--- src/rtl/seq_mult_ctrl_pkg.sv ---
// Shared definitions for the sequential shift-add multiplier controller:
// state encodings, default operand width and the iteration counter width.
package seq_mult_ctrl_pkg;

   typedef enum logic [1:0] {
      ST_IDLE = 2'd0,
      ST_RUN  = 2'd1,
      ST_DONE = 2'd2
   } mult_state_e;

   localparam int MULT_WIDTH_DEF = 16;

   // Bits needed to count 0 .. w-1 without wrapping.
   function automatic int cnt_width(input int w);
      return (w <= 2) ? 1 : $clog2(w);
   endfunction

endpackage

--- src/rtl/mult_addsub.sv ---
// Ripple-carry add/subtract over W bits, one full-adder cell per bit.
// sub=1 inverts y and forces carry-in, giving x - y.
module mult_addsub #(
   parameter int W = 17
) (
   input  logic [W-1:0] x,
   input  logic [W-1:0] y,
   input  logic         sub,
   output logic [W-1:0] sum
);

   logic [W-1:0] y_eff;
   logic [W-1:0] c;

   assign y_eff = y ^ {W{sub}};
   assign c[0]  = sub;

   for (genvar i = 0; i < W; i++) begin : g_fa
      assign sum[i] = x[i] ^ y_eff[i] ^ c[i];
      if (i < W - 1) begin : g_carry
         assign c[i+1] = (x[i] & y_eff[i]) | (x[i] & c[i]) | (y_eff[i] & c[i]);
      end
   end

endmodule

--- src/rtl/seq_mult_ctrl.sv ---
// Sequential shift-add multiplier controller: one shared add/subtract over WIDTH cycles.
// Define MULT_SIGNED_EN to add the sgn_i port and two's-complement support.
//
// state | meaning
// IDLE  | ready, waiting for start_i; captures operands on start
// RUN   | one shift-add iteration per cycle, WIDTH cycles
// DONE  | product_o freshly valid, done_o pulse, back to IDLE
module seq_mult_ctrl
   import seq_mult_ctrl_pkg::*;
#(
   parameter int WIDTH = MULT_WIDTH_DEF
) (
   input  logic               clk,
   input  logic               rst,
   input  logic               start_i,
   input  logic [WIDTH-1:0]   a_i,
   input  logic [WIDTH-1:0]   b_i,
`ifdef MULT_SIGNED_EN
   input  logic               sgn_i,
`endif
   output logic               ready_o,
   output logic               busy_o,
   output logic               done_o,
   output logic [2*WIDTH-1:0] product_o
);

   localparam int CW = cnt_width(WIDTH);
   localparam logic [CW-1:0] CNT_LAST = CW'(WIDTH - 1);

   mult_state_e        state_q, state_d;
   logic [WIDTH-1:0]   m_q, m_d;
   logic [2*WIDTH-1:0] p_q, p_d;
   logic [CW-1:0]      cnt_q, cnt_d;
   logic [2*WIDTH-1:0] product_q, product_d;

   logic               sgn_mode;
   logic               last_iter;
   logic [WIDTH-1:0]   p_hi;
   logic [WIDTH:0]     add_x, add_y, add_sum;
   logic               add_sub;

`ifdef MULT_SIGNED_EN
   logic sgn_q, sgn_d;
   assign sgn_mode = sgn_q;
`else
   assign sgn_mode = 1'b0;
`endif

   assign last_iter = (cnt_q == CNT_LAST);
   assign p_hi      = p_q[2*WIDTH-1:WIDTH];
   assign add_x     = {sgn_mode & p_hi[WIDTH-1], p_hi};
   assign add_y     = p_q[0] ? {sgn_mode & m_q[WIDTH-1], m_q} : '0;
`ifdef MULT_SIGNED_EN
   // Signed multiplier's MSB carries weight -2^(W-1): subtract on the last step.
   assign add_sub   = sgn_mode & last_iter & p_q[0];
`else
   assign add_sub   = 1'b0;
`endif

   mult_addsub #(.W(WIDTH + 1)) u_addsub (
      .x   (add_x),
      .y   (add_y),
      .sub (add_sub),
      .sum (add_sum)
   );

   always_comb begin
      state_d   = state_q;
      m_d       = m_q;
      p_d       = p_q;
      cnt_d     = cnt_q;
      product_d = product_q;
`ifdef MULT_SIGNED_EN
      sgn_d     = sgn_q;
`endif
      case (state_q)
         ST_IDLE: begin
            if (start_i) begin
               m_d     = a_i;
               p_d     = {{WIDTH{1'b0}}, b_i};
               cnt_d   = '0;
`ifdef MULT_SIGNED_EN
               sgn_d   = sgn_i;
`endif
               state_d = ST_RUN;
            end
         end
         ST_RUN: begin
            p_d = {add_sum, p_q[WIDTH-1:1]};
            if (last_iter) begin
               product_d = p_d;
               state_d   = ST_DONE;
            end else begin
               cnt_d = cnt_q + 1'b1;
            end
         end
         ST_DONE: state_d = ST_IDLE;
         default: state_d = ST_IDLE;
      endcase
   end

   always_ff @(posedge clk) begin
      if (rst) begin
         state_q   <= ST_IDLE;
         m_q       <= '0;
         p_q       <= '0;
         cnt_q     <= '0;
         product_q <= '0;
`ifdef MULT_SIGNED_EN
         sgn_q     <= 1'b0;
`endif
      end else begin
         state_q   <= state_d;
         m_q       <= m_d;
         p_q       <= p_d;
         cnt_q     <= cnt_d;
         product_q <= product_d;
`ifdef MULT_SIGNED_EN
         sgn_q     <= sgn_d;
`endif
      end
   end

   assign ready_o   = (state_q == ST_IDLE);
   assign busy_o    = (state_q == ST_RUN) || (state_q == ST_DONE);
   assign done_o    = (state_q == ST_DONE);
   assign product_o = product_q;

endmodule
--- config.mk ---
export PLATFORM = sky130hd
export DESIGN_NAME = seq_mult_ctrl
export DESIGN_NICKNAME = d
export VERILOG_FILES = /design/src/rtl/seq_mult_ctrl_pkg.sv /design/src/rtl/mult_addsub.sv /design/src/rtl/seq_mult_ctrl.sv
export SDC_FILE = /design/constraint.sdc
export NUM_CORES = 1
export LEC_CHECK = 0
export CELL_PAD_IN_SITES_DETAIL_PLACEMENT = 2
export CELL_PAD_IN_SITES_GLOBAL_PLACEMENT = 2
export CORE_MARGIN = 3
export CORE_UTILIZATION = 32
export DETAILED_ROUTE_END_ITERATION = 8
export PLACE_DENSITY_LB_ADDON = 0.1
export SYNTH_ARGS = -nofsm -noshare
export SYNTH_HDL_FRONTEND = slang
export SYNTH_SLANG_ARGS = --single-unit
--- constraint.sdc ---
create_clock -name clk -period 7.4 [get_ports clk]
set_input_delay 1.48 -clock clk [delete_from_list [all_inputs] [get_ports clk]]
set_output_delay 1.48 -clock clk [all_outputs]
set_load 0.05 [all_outputs]
# After elaboration in Yosys (flattened, before gate mapping)
# Index checks and enable logic that the tools add are counted.
# classes
addsub	1
n_mul	0
n_div	0
order_cmp	0
eq_ne	6
n_shift	0
muxes	9
bitwise	108
reduce_logical	8
# ops
cell	count
$pmux W32 S2	1
$and A1 B1 Y1	46
$mux W32	1
$xor A1 B1 Y1	31
$or A1 B1 Y1	30
$mux W16	1
$mux W4	2
$pmux W4 S2	1
$reduce_and A2 Y1	4
$ne A2 B2 Y1 const B	3
$add A4 B1 Y4 const B	1
$eq A4 B4 Y1 const B	1
$mux W2	2
$pmux W2 S2	1
$reduce_and A3 Y1	1
$eq A2 B1 Y1 const B	1
$eq A2 B2 Y1 const B	1
$logic_not A2 Y1	1
$reduce_bool A2 Y1	1
$logic_or A1 B1 Y1	1
$xor A1 B1 Y1 const A	1
# word_totals
regBits	86
latchBits	0
ram_bits	0
rom_bits	0
input_bits	35
mem_count	0

# Longest topological paths before layout
# depth
word_depth	49
ltp_mapped	24
depth_no_buf	23

# Modules after synthesis
# From an unflattened synthesis, not the netlist that was laid out.
# unflattened
cells_unflattened	481
hier_area_um2	4072.7
# by_module_without_submodules
module	n_inst	cells_per_inst	area_per_inst_um2
seq_mult_ctrl	1	417	3459.6
mult_addsub	1	64	613.1

# Worst setup path before layout
# No wires, ideal clock.
# synth_timing
path_type	register to register
startpoint	register p_q[0]
endpoint	register p_q[30]
t_arrival_ns	6.592
t_required_ns	7.272
path_slack_ns	0.681
stages_incl_launch_ff	24
n_path_buf	2
path_cell_list	dfxtp_1 -> clkbuf_1 -> clkbuf_1 -> nand2_1 -> fa_1 -> inv_1 -> fa_1 -> fa_1 -> inv_1 -> fa_1 -> fa_1 -> fa_1 -> fa_1 -> fa_1 -> fa_1 -> fa_1 -> fa_1 -> fa_1 -> fa_1 -> fa_1 -> fa_1 -> inv_1 -> a32oi_1 -> nor2_1
# synth_via
elab_chain_cells	46
word_cells_on_any_way	75
# synth_rtl
element	line	text
start: declaration	seq_mult_ctrl.sv:32	logic [2*WIDTH-1:0] p_q, p_d;
start signal: assignment	seq_mult_ctrl.sv:115	p_q <= p_d;
$mux W16 (*)	seq_mult_ctrl.sv:52	assign add_y = p_q[0] ? {sgn_mode & m_q[WIDTH-1], m_q} : '0;
$and A1 B1 Y1 (2 in series)	mult_addsub.sv:21	assign c[i+1] = (x[i] & y_eff[i]) | (x[i] & c[i]) | (y_eff[i] & c[i]);
$or A1 B1 Y1 (2 in series)	mult_addsub.sv:21	
$and A1 B1 Y1	mult_addsub.sv:21	
$or A1 B1 Y1 (2 in series)	mult_addsub.sv:21	
$and A1 B1 Y1	mult_addsub.sv:21	
$or A1 B1 Y1 (2 in series)	mult_addsub.sv:21	
$and A1 B1 Y1	mult_addsub.sv:21	
[... 23 more ...]	-	
$and A1 B1 Y1	mult_addsub.sv:21	
$or A1 B1 Y1 (2 in series)	mult_addsub.sv:21	
$and A1 B1 Y1	mult_addsub.sv:21	
$or A1 B1 Y1 (2 in series)	mult_addsub.sv:21	
$and A1 B1 Y1	mult_addsub.sv:21	
$or A1 B1 Y1 (2 in series)	mult_addsub.sv:21	
$xor A1 B1 Y1 (*)	mult_addsub.sv:19	assign sum[i] = x[i] ^ y_eff[i] ^ c[i];
$pmux W32 S2 (*)	seq_mult_ctrl.sv:76	case (state_q)
# Mark *: on every way between the ends. The rest lies on a longest branch, timed or not.
# A chain may end at the register's enable or synchronous reset.

# Worst setup path after layout
# Same ends and word-level chain as after synthesis.

==> impl_metrics.yaml <==
run_status:
  status: "completed"
worst_hold_path:
  min_path_type: "flop to flop"
logic_synthesis:
  synth_compound_area_frac: 0.177
  avgSynthCellArea_um2: 9.07
  synth_cells: 426
  synth_nets: 481
  synthAdderAreaFrac: 0.0939
  synth_cell_types: 31
  yosys_warnings: 0
  syn_area_um2: 3860
  yosysSeqAreaShare: 0.446
  synth_top_family_by_area: "compound AO/OA/AOI/OAI gates"
  synth_seq_cells: 86
  synthXorXnorAreaFrac: 0
  yosys.area_share.simple: 0.150
  synthMuxAreaShare: 0.0512
floorplanning:
  rows: 39
  die-area_um2: 13400
  ios: 70
  die_h_um: 116
  fp.coreArea_um2: 11600
  die_w_um: 116
  start_util: 0.333
layout:
  postLayoutCoreUtil: 0.416
  num-fill-cells: 1281
  fin_nets: 530
  antenna_cells: 0
  area_growth_pct: 25.0
  layout.cells.non_filler: 621
  drive_above_1_share: 0.0732
cts:
  cts-htree-levels: 3
  cts_inserted_buffers: 9
  cts.reportedPaths.clkPinSlew_ns: 0.06
  post_cts_resized: 0
  clk_path_buf_depth: 2
  cts_tree: "built"
  post_cts_buffers: 0
  cts_sinks: 86
  cts_root_buffer: "clkbuf_16"
  hold_buffers: 0
  clock_latency_ns: 0.34
timing:
  fin_crit_ns: 6.81
  fmax_mhz: 147
  setup_viol: 0
  rsz0062_at_grt: "no"
  slew_violations: 0
  hold_ws_ns: 0.454
  finClkSkew_ns: 0.00518
  post-route-period-util: 0.921
  tns_ns: 0
  hold_viol_final: 0
  worstMarginPinSlew_ns: 1.20
  maxSlewHeadroom: 0.199
worst_setup_path:
  crit_path_end_kind: "flop"
  critPathKind: "flop to flop"
  required_ns: 7.59
  worstPathArrival_ns: 7.00
  crit_fanout: 16
  start_kind: "flop"
grt:
  overflow: 0
  grt_pass1_vias: 3281
  grt_usage: 0.161
  grt_pass1_wl_um: 16800
  antenna_found_initial: 0
  grt_start_max_net_pins: 87
detailed_routing:
  dr.pass1.iters: 4
  drc: 0
  drt_iter0_drc: 138
  drt-vias-per-instance: 5.03
  wl_per_cell_um: 16.4
  wl_um: 10200
  ant_nets: 0
  vias: 3126
place:
  post-place-cells: 607
  dp_hpwl_um: 6640
  numPortBuffers: 69
  gp_congestion: 0.722
pwr:
  p_per_area_nw_per_um2: 218
  finalPower_mw: 1.05
  leakage_nw: 1.69
  irDropWorstVdd_mv: 0.123
job:
  cap_violations: 0
## cell usage after synthesis
master	n	area (um^2)
ha_1	5	62.6
buf_4	5	37.5
nand2b_1	3	18.8
and3_1	2	12.5
nand2_1	82	308
fa_1	15	300
nand3_1	1	5.00
nor2_2	1	6.26
and2_1	3	18.8
mux2i_1	16	160
a31oi_1	2	12.5
a211oi_2	14	175
and4_1	1	8.76
buf_6	5	56.3
a32oi_1	16	140
clkbuf_2	1	5.00
nand4_1	2	12.5
a21oi_1	38	190
buf_2	10	50.1
inv_1	33	124
nor2_1	46	173
nand4b_1	1	8.76
a211oi_1	18	135
dfxtp_1	86	1720
and2_0	1	6.26
clkbuf_1	11	41.3
mux2_4	1	15.0
buf_1	1	3.75
o21ai_0	3	15.0
a311oi_1	2	17.5
mux2i_4	1	22.5
## layout by cell type, fill, tap and decap left out, types with 2 or more instances in the layout
| master | instances |
|---|---|
| and2_1 | 3 |
| o21ai_0 | 3 |
| clkdlybuf4s50_1 | 68 |
| a32oi_1 | 16 |
| dfxtp_1 | 86 |
| a311oi_1 | 2 |
| mux2i_1 | 16 |
| and3_1 | 2 |
| clkbuf_16 | 9 |
| nand2_1 | 82 |
| a31oi_1 | 2 |
| a211oi_2 | 14 |
| ha_1 | 4 |
| nor2_1 | 46 |
| inv_1 | 33 |
| clkbuf_8 | 3 |
| a211oi_1 | 18 |
| a21oi_1 | 38 |
| buf_4 | 2 |
| nand2b_1 | 3 |
| nand4_1 | 2 |
| fa_1 | 15 |
## worst max-delay path, cell delays in order (launching register included)
cell and delay (ns):
dfxtp_1 0.33, buf_4 0.21, nand2_1 0.10, fa_1 0.40, inv_1 0.07, fa_1 0.17, fa_1 0.16, inv_1 0.05
fa_1 0.37, fa_1 0.39, fa_1 0.39, fa_1 0.40, fa_1 0.40, fa_1 0.39, fa_1 0.40, fa_1 0.39
fa_1 0.39, fa_1 0.39, fa_1 0.40, fa_1 0.54, inv_1 0.05, a32oi_1 0.19, nor2_1 0.06
## worst paths after layout
path,depth (start not counted),startpoint,slack [ns],end
max reg2reg,22,p_q[0]$_SDFFE_PP0P_,0.59,p_q[30]$_SDFFE_PP0P_
max,22,p_q[0]$_SDFFE_PP0P_,0.59,p_q[30]$_SDFFE_PP0P_
min reg2reg,2,product_o[12]$_SDFFE_PP0P_,0.45,product_o[12]$_SDFFE_PP0P_
min,2,product_o[12]$_SDFFE_PP0P_,0.45,product_o[12]$_SDFFE_PP0P_
## per-layer routing
metal | vias up | track usage | wire, um
met4 | 0 | 0.0441 | 113
met3 | 7 | 0.0460 | 395
met2 | 56 | 0.284 | 5100
met5 | - | 0 | 0
li1 | 1515 | - | -
met1 | 1548 | 0.190 | 4550
## layout make-up
| cell class | instances | area (um^2) | share of cell area |
|---|---|---|---|
| multi-input combinational | 274 | 1830 | 0.379 |
| timing repair buffer | 71 | 701 | 0.145 |
| clock inverter | 1 | 5.00 | 0.00104 |
| tap | 143 | 179 | 0.0371 |
| clock buffer | 13 | 270 | 0.0560 |
| inverter | 33 | 124 | 0.0257 |
| sequential | 86 | 1720 | 0.357 |
## cell families after synthesis
| logic type | count (synthesis) |
|---|---|
| compound gates | 93 |
| flops | 86 |
| simple gates | 143 |
| fa+ha+maj | 20 |
| mux | 18 |
| buf+inv | 66 |
## flip-flops by register name (all words and copies together) (netlist names)
signal and cells:
p_q 32, product_o 32, state_q 2, m_q 16, cnt_q 4
## per-stage QoR
| stage | area [um^2] | setup slack, ns |
|---|---|---|
| after floorplan | 3860 | 0.681 |
| after global placement | 4550 | 0.743 |
| after detailed placement | 4550 | 0.601 |
| after CTS | 4830 | 0.525 |
| after global routing | 4830 | 0.220 |
| final | 4830 | 0.588 |
## report_power, final
group | total (mW) | internal [mW] | switching [mW] | leakage, nW
Sequential | 0.493 | 0.481 | 0.0118 | 0.699
Combinational | 0.127 | 0.0503 | 0.0763 | 0.852
Clock | 0.432 | 0.251 | 0.181 | 0.138
Power figures use the tool's default switching activity.
